**src/rtl/spectro_pkg.sv**
```systemverilog
// Shared types and constants for the spectrogram output sequencer.
package spectro_pkg;

  // Bin word width; also the PISO width and the slot length in cycles.
  localparam int WORD_W = 12;

  // Default input buffer depth and frame length limit.
  localparam int DEF_FIFO_DEPTH = 4;
  localparam int DEF_MAX_BINS   = 16;

  // Slot counter width: counts 0..WORD_W-1.
  localparam int SLOT_W = $clog2(WORD_W);

  typedef enum logic [1:0] {
    IDLE  = 2'd0,
    LOAD  = 2'd1,
    SHIFT = 2'd2
  } seq_state_t;

endpackage

```
**src/rtl/sync_fifo.sv**
```systemverilog
// Small synchronous FIFO with first-word-fall-through output.
// Pushes are refused when full even if a pop occurs in the same cycle.
module sync_fifo #(
  parameter int WIDTH = 13,
  parameter int DEPTH = 4
) (
  input  logic             clk,
  input  logic             rst_n,
  input  logic             push,
  input  logic             pop,
  input  logic [WIDTH-1:0] din,
  output logic [WIDTH-1:0] dout,
  output logic             full,
  output logic             empty
);

  localparam int AW = $clog2(DEPTH);
  localparam logic [AW-1:0] PTR_ONE  = AW'(1);
  localparam logic [AW:0]   CNT_ONE  = (AW + 1)'(1);
  localparam logic [AW:0]   FULL_CNT = (AW + 1)'(DEPTH);

  logic [WIDTH-1:0] mem_r [DEPTH];
  logic [AW-1:0]    wr_ptr_r;
  logic [AW-1:0]    rd_ptr_r;
  logic [AW:0]      count_r;
  logic             push_ok_s;
  logic             pop_ok_s;

  assign full      = (count_r == FULL_CNT);
  assign empty     = (count_r == '0);
  assign push_ok_s = push && !full;
  assign pop_ok_s  = pop && !empty;
  assign dout      = mem_r[rd_ptr_r];

  // Storage array; contents need no reset because the pointers define validity.
  always_ff @(posedge clk) begin
    if (push_ok_s) begin
      mem_r[wr_ptr_r] <= din;
    end
  end

  // Pointers wrap naturally because DEPTH is a power of two; count tracks occupancy.
  always_ff @(posedge clk or negedge rst_n) begin
    if (!rst_n) begin
      wr_ptr_r <= '0;
      rd_ptr_r <= '0;
      count_r  <= '0;
    end else begin
      if (push_ok_s) begin
        wr_ptr_r <= wr_ptr_r + PTR_ONE;
      end
      if (pop_ok_s) begin
        rd_ptr_r <= rd_ptr_r + PTR_ONE;
      end
      case ({push_ok_s, pop_ok_s})
        2'b10:   count_r <= count_r + CNT_ONE;
        2'b01:   count_r <= count_r - CNT_ONE;
        default: count_r <= count_r;
      endcase
    end
  end

endmodule

```
**src/rtl/piso_word_sequencer.sv**
```systemverilog
// Buffers bin magnitudes and presents one word per WORD_W-cycle slot to the
// downstream PISO, with a load strobe, frame-start marker and frame overrun flag.
module piso_word_sequencer
  import spectro_pkg::*;
#(
  parameter int FIFO_DEPTH = DEF_FIFO_DEPTH,
  parameter int MAX_BINS   = DEF_MAX_BINS
) (
  input  logic              clk,
  input  logic              rst_n,
  input  logic              enable,
  input  logic [WORD_W-1:0] bin_data,
  input  logic              bin_last,
  input  logic              bin_valid,
  output logic              bin_ready,
  output logic [WORD_W-1:0] piso_word,
  output logic              piso_sl,
  output logic              frame_sync,
  output logic              busy,
  output logic              frame_err
);

  localparam int WCNT_W = $clog2(MAX_BINS + 2);
  localparam logic [WCNT_W-1:0] WCNT_LIMIT = WCNT_W'(MAX_BINS);
  localparam logic [WCNT_W-1:0] WCNT_SAT   = WCNT_W'(MAX_BINS + 1);
  localparam logic [WCNT_W-1:0] WCNT_ONE   = WCNT_W'(1);
  localparam logic [SLOT_W-1:0] SLOT_LAST  = SLOT_W'(WORD_W - 1);
  localparam logic [SLOT_W-1:0] SLOT_ONE   = SLOT_W'(1);

  seq_state_t        state_r;
  seq_state_t        state_next_s;
  logic [SLOT_W-1:0] slot_cnt_r;
  logic [WCNT_W-1:0] word_cnt_r;
  logic              first_pending_r;
  logic [WORD_W:0]   fifo_dout_s;
  logic              fifo_full_s;
  logic              fifo_empty_s;
  logic              fifo_push_s;
  logic              fifo_pop_s;
  logic [WORD_W-1:0] piso_word_r;
  logic              piso_sl_r;
  logic              frame_sync_r;
  logic              busy_r;
  logic              frame_err_r;

  assign bin_ready   = !fifo_full_s;
  assign fifo_push_s = bin_valid && !fifo_full_s;
  assign piso_word   = piso_word_r;
  assign piso_sl     = piso_sl_r;
  assign frame_sync  = frame_sync_r;
  assign busy        = busy_r;
  assign frame_err   = frame_err_r;

  // Each entry carries the bin_last flag above the data word.
  sync_fifo #(
    .WIDTH (WORD_W + 1),
    .DEPTH (FIFO_DEPTH)
  ) u_fifo (
    .clk   (clk),
    .rst_n (rst_n),
    .push  (fifo_push_s),
    .pop   (fifo_pop_s),
    .din   ({bin_last, bin_data}),
    .dout  (fifo_dout_s),
    .full  (fifo_full_s),
    .empty (fifo_empty_s)
  );

  // Next-state logic; the FIFO head is consumed only in the single LOAD cycle.
  always_comb begin
    state_next_s = state_r;
    fifo_pop_s   = 1'b0;
    case (state_r)
      IDLE: begin
        if (enable && !fifo_empty_s) begin
          state_next_s = LOAD;
        end else begin
          state_next_s = IDLE;
        end
      end
      LOAD: begin
        fifo_pop_s   = 1'b1;
        state_next_s = SHIFT;
      end
      SHIFT: begin
        if (slot_cnt_r == SLOT_LAST) begin
          if (enable && !fifo_empty_s) begin
            state_next_s = LOAD;
          end else begin
            state_next_s = IDLE;
          end
        end else begin
          state_next_s = SHIFT;
        end
      end
      default: begin
        state_next_s = IDLE;
      end
    endcase
  end

  // State register.
  always_ff @(posedge clk or negedge rst_n) begin
    if (!rst_n) begin
      state_r <= IDLE;
    end else begin
      state_r <= state_next_s;
    end
  end

  // Slot position: LOAD is position 0, SHIFT runs positions 1..WORD_W-1.
  always_ff @(posedge clk or negedge rst_n) begin
    if (!rst_n) begin
      slot_cnt_r <= '0;
    end else begin
      case (state_r)
        LOAD:    slot_cnt_r <= SLOT_ONE;
        SHIFT:   slot_cnt_r <= slot_cnt_r + SLOT_ONE;
        default: slot_cnt_r <= '0;
      endcase
    end
  end

  // Output registers and frame accounting, all updated from the LOAD cycle.
  always_ff @(posedge clk or negedge rst_n) begin
    if (!rst_n) begin
      piso_word_r     <= '0;
      piso_sl_r       <= 1'b0;
      frame_sync_r    <= 1'b0;
      busy_r          <= 1'b0;
      frame_err_r     <= 1'b0;
      first_pending_r <= 1'b1;
      word_cnt_r      <= '0;
    end else begin
      piso_sl_r    <= (state_r == LOAD);
      frame_sync_r <= (state_r == LOAD) && first_pending_r;
      busy_r       <= (state_next_s != IDLE);
      if (state_r == LOAD) begin
        piso_word_r     <= fifo_dout_s[WORD_W-1:0];
        first_pending_r <= fifo_dout_s[WORD_W];
        if (fifo_dout_s[WORD_W]) begin
          word_cnt_r <= '0;
        end else begin
          // word_cnt_r counts earlier words of this frame; reaching the limit
          // means the word being loaded now overruns the frame.
          if (word_cnt_r >= WCNT_LIMIT) begin
            frame_err_r <= 1'b1;
          end
          if (word_cnt_r != WCNT_SAT) begin
            word_cnt_r <= word_cnt_r + WCNT_ONE;
          end
        end
      end
    end
  end

endmodule
```
**config.mk**
```make
export PLATFORM = sky130hd
export DESIGN_NAME = piso_word_sequencer
export DESIGN_NICKNAME = d
export VERILOG_FILES = /design/src/rtl/spectro_pkg.sv /design/src/rtl/sync_fifo.sv /design/src/rtl/piso_word_sequencer.sv
export SDC_FILE = /design/constraint.sdc
export NUM_CORES = 1
export LEC_CHECK = 0
export ABC_AREA = 1
export ABC_CLOCK_PERIOD_IN_PS = 2500
export CAP_MARGIN = 5
export CELL_PAD_IN_SITES_DETAIL_PLACEMENT = 0
export CELL_PAD_IN_SITES_GLOBAL_PLACEMENT = 1
export CORE_ASPECT_RATIO = 0.6
export CORE_MARGIN = 2
export CORE_UTILIZATION = 30
export DETAILED_ROUTE_END_ITERATION = 6
export PLACE_DENSITY_LB_ADDON = 0.1
export SETUP_SLACK_MARGIN = 0.15
export SLEW_MARGIN = 10
export SYNTH_ARGS = -nofsm -noshare
export SYNTH_HDL_FRONTEND = slang
export SYNTH_HIERARCHICAL = 1
export SYNTH_SLANG_ARGS = --single-unit
```
**constraint.sdc**
```tcl
create_clock -name clk -period 2.5 [get_ports clk]
set_clock_uncertainty 0.15 [all_clocks]
set_input_delay 0.625 -clock clk [delete_from_list [all_inputs] [get_ports clk]]
set_output_delay 0.625 -clock clk [all_outputs]
set_load 0.02 [all_outputs]
```
---- Word-level counts from Yosys, hierarchy flattened ----
Memory sizes are Yosys's and may differ from the RTL's.
Cells that the tools add are included.
word-level totals
  bits in registers ....................... 35
  bits in writable memories ............... 52
  memories kept ........................... 1
operators by class
  $add $sub $neg .......................... 6
  $lt $le $gt $ge ......................... 1
  eq/ne operators ......................... 7
  muxes and demuxes ....................... 10
  bitwise logic cells ..................... 1
  reductions and logical operators ........ 14
memories
  memory        depth  width  rd ports  clocked after memory_dff  wr ports  RTL line         RTL
  u_fifo.mem_r  4      13     1         0                         1         sync_fifo.sv:22  logic [WIDTH-1:0] mem_r [DEPTH];
operators by type and width
  kind                 count
  $mux 5               2
  $pmux 4 s2           1
  $pmux 2 s3           1
  $pmux 3 s2           1
  $reduce_bool 2->1    3
  $add 5x1->5 const B  1
  $ge 5x5->1 const B   1
  $logic_and 1x1->1    5
  $ne 5x5->1 const B   1
  $add 2x1->2 const B  2
  $add 4x1->4 const B  1
  $eq 2x1->1 const B   2
  $eq 2x2->1 const B   2
  $eq 4x4->1 const B   1
  $mux 1               4
  $add 3x1->3 const B  1
  $eq 3x3->1 const B   1
  $logic_not 3->1      1
  $reduce_and 3->1     1
  $sub 3x1->3 const B  1
  $logic_not 1->1      2
  $logic_not 2->1      1
  $mux 2               1
  $reduce_and 2->1     1
  $not 1->1            1

---- Logic depth before layout (Yosys ltp) ----
  depth after elaboration ................. 7
  gate-level depth with buffers ........... 13
  mapped depth without buffers ............ 13

---- Hierarchy ----
Netlist, hierarchy kept.
modules (own cells, without submodules)
  module               instances  cells each  area each (um^2)
  sync_fifo            1          212         2547.4
  piso_word_sequencer  1          144         1266.2

---- Worst setup path before layout ----
Ideal clock, no wire load.
  path kind ............................... input to register
  from .................................... in bin_valid
  to ...................................... mem u_fifo.mem_r[0][0], enable pin
  library setup time ...................... 0.382 ns
  arrival time ............................ 1.521 ns
  data required time ...................... 1.968 ns
  slack ................................... 0.447 ns
  stages .................................. 4
  buffers on the path ..................... 0
  cells stage by stage .................... inv_1 > nor2_1 > nand2_2 > nor2_1
on the way
  longest elaborated chain between the ends .. 4
RTL lines
  what                          RTL line                   RTL
  start: declaration            piso_word_sequencer.sv:14  input logic bin_valid,
  $logic_and 1x1->1             piso_word_sequencer.sv:47  assign fifo_push_s = bin_valid && !fifo_full_s;
  net fifo_push_s               piso_word_sequencer.sv:38  logic fifo_push_s;
  $logic_and 1x1->1             sync_fifo.sv:31            assign push_ok_s = push && !full;
  $mux 1                        sync_fifo.sv:37            if (push_ok_s) begin
  $mux 1 (not written as such)  sync_fifo.sv:38            mem_r[wr_ptr_r] <= din;
  end: declaration              sync_fifo.sv:22
The timed path passes the listed nets, and every way through them passes these cells.

---- Worst setup path after layout ----
  from .................................... reg u_fifo.count_r[0]
  to ...................................... out bin_ready
on the way
  longest elaborated chain between the ends .. 2
RTL lines
  what                      RTL line                   RTL
  start: declaration        sync_fifo.sv:25            logic [AW:0] count_r;
  start signal: assignment  sync_fifo.sv:56            2'b10: count_r <= count_r + CNT_ONE;
  start signal: assignment  sync_fifo.sv:57            2'b01: count_r <= count_r - CNT_ONE;
  start signal: assignment  sync_fifo.sv:58            default: count_r <= count_r;
  $eq 3x3->1                sync_fifo.sv:29            assign full = (count_r == FULL_CNT);
  net fifo_full_s           piso_word_sequencer.sv:36  logic fifo_full_s;
  $logic_not 1->1           piso_word_sequencer.sv:46  assign bin_ready = !fifo_full_s;
  end: declaration          piso_word_sequencer.sv:15  output logic bin_ready,
The timed path passes the listed nets, and every way through them passes these cells.

==> flow_summary.yaml <==
status:
  status: "complete, no violations"
logic_synthesis:
  synth.mux.area_fraction_pct: 0
  yosys_warnings: 6
  synth_simple_gate_area_share_pct: 15.29
  synth.net_count: 386
  ys_ff_latch: 87
  synth-compound-area-share_pct: 6.693
  ys_seq_area_share_pct: 63.94
  synthAdderAreaFrac_pct: 4.462
  synth_xor_area_share_pct: 0.9186
  avgSynthCellArea_um2: 10.71
  synth.distinct_cells: 28
  synthCells: 356
  synth_top_family_by_area: "simple AND/OR/NAND/NOR gates"
  mappedNetlistArea_um2: 3814
global_route:
  grt_use_total_pct: 12.21
  use_met3_pct: 4.070
  grt_pass1_wl_um: 12190
  grtUsageMet2_pct: 17.35
  busiest_layer: "met2"
  grt_max_degree: 36
  overflow: 0
  grt_pass1_vias: 2266
  grtUsageMet1_pct: 17.20
  antenna_found_initial: 0
floorplanning:
  core_um2: 12220
  row_count: 31
  die_w_um: 149.6
  die_area_um2: 13660
  start_util_pct: 31.21
  num_io_pins: 34
  die_y_um: 91.34
layout:
  multi_input_area_um2: 1049
  ff_latch_area_um2: 2439
  final_common_cell: "nand2_1"
  area_growth_pct: 23.06
  layout.nets: 430
  mostFrequentLayoutCells: "nand2_1 (115), inv_1 (58), edfxtp_1 (52), dfrtp_1 (34), clkdlybuf4s50_1 (31)"
  nFillCells: 1199
  final_layout_size_suffix_gt1_share_pct: 9.630
  n_antenna_cell: 0
placed_design:
  io_buffers: 33
  dpl_worst_slack_ns: 0.05027
  place.gp.congestion: 0.6870
  dp.final_hpwl_um: 5092
sta:
  rsz0062_at_grt: "false"
  period_needed_ns: 2.208
  slew_violations: 0
  finalSetupTns_ns: 0
  clock.fmax_mhz: 452.9
  maxSlewHeadroom_pct: 65.56
  hold_violations: 0
  setup_viol: 0
  tightest_slew_ns: 0.5166
  finalWorstSetupSlack_ns: 0.2922
  min_period_over_period_pct: 88.31
clock_network:
  cts_hold_buf: 0
  numCtsBuffers: 9
  cts_tree: "done"
  clk_pin_slew_ns: 0.06
  clock-sinks: 87
  cts-htree-levels: 3
  clk_latency_ns: 0.34
  clk_path_buf_depth: 2
  root_buffer: "clkbuf_16"
worst_setup_path:
  setup.worst_path.class: "register to primary output"
  arrival_ns: 1.43
  cp-end-kind: "primary output"
  cp.required_ns: 1.73
  worstSetupStartpointType: "register"
  worstReg2RegEnd: "u_fifo/count_r[1]"
  ff2ff_setup_slack_ns: 0.46
  timing.rr.start: "u_fifo/count_r[0]"
  r2r_cells: 8
  path_max_fanout: 4
routing:
  drc: 0
  routed_via_density: 4.158
  post_drt_wl_per_cell_um: 13.15
  via_count: 2370
  wl_um: 7494
  drt_iter0_drc: 69
  drtPass1Iterations: 4
  postRouteAntennaNets: 0
worst_hold_path:
  min_path_type: "primary input to asynchronous set/reset pin"
power:
  switching_share_pct: 34.78
  clkPwrFrac_pct: 25.7
  p_seq_share_pct: 39.5
  p_per_area_nw_per_um2: 1161
  max-vdd-ir-drop_v: 0.0003374
  p_sw_w: 0.001894
  fin_total_pwr_w: 0.005447
  p_int_w: 0.003553
  p_leak_nw: 2.089
  p_comb_share_pct: 34.8
run:
  maxCapViolations: 0
==> area by class of cell <==
class / instances / area share, %
Clock buffer: 10 / 4.879
Clock inverter: 6 / 1.813
Inverter: 63 / 5.039
Multi-Input combinational cell: 196 / 22.34
Sequential cell: 87 / 51.96
Tap cell: 165 / 4.399
Timing Repair Buffer: 43 / 9.571
==> synth_stat cells <==
| cell | count | share of area, % |
|---|---|---|
| dfrtp_1 | 34 | 22 |
| nor2_1 | 12 | 1.2 |
| dfstp_2 | 1 | 0.69 |
| xor2_1 | 2 | 0.46 |
| nand3_1 | 12 | 1.6 |
| o21ai_2 | 1 | 0.23 |
| a31oi_1 | 1 | 0.16 |
| fa_1 | 1 | 0.52 |
| o21bai_1 | 1 | 0.20 |
| a21oi_1 | 1 | 0.13 |
| nand2_2 | 1 | 0.16 |
| nor2_4 | 1 | 0.30 |
| buf_6 | 6 | 1.8 |
| nand2_1 | 115 | 11 |
| inv_1 | 58 | 5.7 |
| o211ai_1 | 24 | 4.7 |
| o211ai_2 | 2 | 0.66 |
| inv_2 | 5 | 0.49 |
| o21a_1 | 1 | 0.20 |
| xnor2_1 | 2 | 0.46 |
| o21ai_0 | 3 | 0.39 |
| buf_2 | 1 | 0.13 |
| edfxtp_1 | 52 | 41 |
| ha_1 | 12 | 3.9 |
| nor2_2 | 1 | 0.16 |
| buf_4 | 3 | 0.59 |
| nand4_1 | 2 | 0.33 |
| nand3_2 | 1 | 0.26 |
==> routing by layer <==
metal / vias to the layer above / part of all wire, % / wire [um]
li1: 1238 / - / -
met1: 1086 / 54 / 4014
met2: 36 / 41 / 3074
met3: 10 / 4.0 / 301
met4: 0 / 1.4 / 103
met5: - / 0 / 0
==> critical path: stages, from the launching register on <==
cell and delay [ns]:
dfrtp_1 0.39, inv_1 0.14, nand3_2 0.13, inv_1 0.09
inv_1 0.04, dlygate4sd2_1 0.31
==> power groups by stage <==
stage	sequential [W]	combinational [W]	clock (W)
floorplan	0.00227	0.00120	0
detailed placement	0.00218	0.00195	0
CTS	0.00216	0.00194	0.00145
global route	0.00220	0.00218	0.00152
global placement	0.00218	0.00193	0
finish	0.00215	0.00190	0.00140
==> sequential cells by signal (all words and copies together), names as in the netlist <==
name and flops:
first_pending_r 1, piso_word 12, word_cnt_r 5, state_r 2, frame_err 1, frame_sync 1, busy 1, u_fifo/mem_r 52
piso_sl 1, slot_cnt_r 4, u_fifo/wr_ptr_r 2, u_fifo/count_r 3, u_fifo/rd_ptr_r 2
==> worst max path at each step <==
stage,startpoint,endpoint,cells after the start
after floorplan,bin_valid,u_fifo/mem_r[0][0],4
after global placement,bin_valid,u_fifo/count_r[1],8
after detailed placement,bin_valid,u_fifo/count_r[1],8
after CTS,u_fifo/count_r[0],bin_ready,5
after global routing,u_fifo/count_r[0],bin_ready,5
final,u_fifo/count_r[0],bin_ready,5
==> cell families after synthesis <==
kind of cell / Yosys count
flops: 87
xor+xnor: 4
buf+inv: 73
fa+ha+maj: 13
simple gates: 145
compound gates: 34
==> per-stage QoR <==
step                cell area [um^2]  instances  hold WS, ns  util [%]
floorplan                       3814        356       0.1794         -
global placement                4375        554       0.3028     35.81
detailed placement              4375        554       0.3112     35.81
CTS                             4688        570       0.2163     38.37
global route                    4693        570       0.2320     38.41
finish                          4693        570       0.2044     38.41
==> what timing repair did <==
| action | CTS | global route |
|---|---|---|
| endpoints found under the setup margin | 1 | 1 |
| setup buffers | 0 | 0 |
| pin swaps | 0 | 0 |
| gates cloned | 0 | 0 |
| gates resized for setup | 1 | 1 |
No activity file was read; power rests on OpenSTA's default activity.
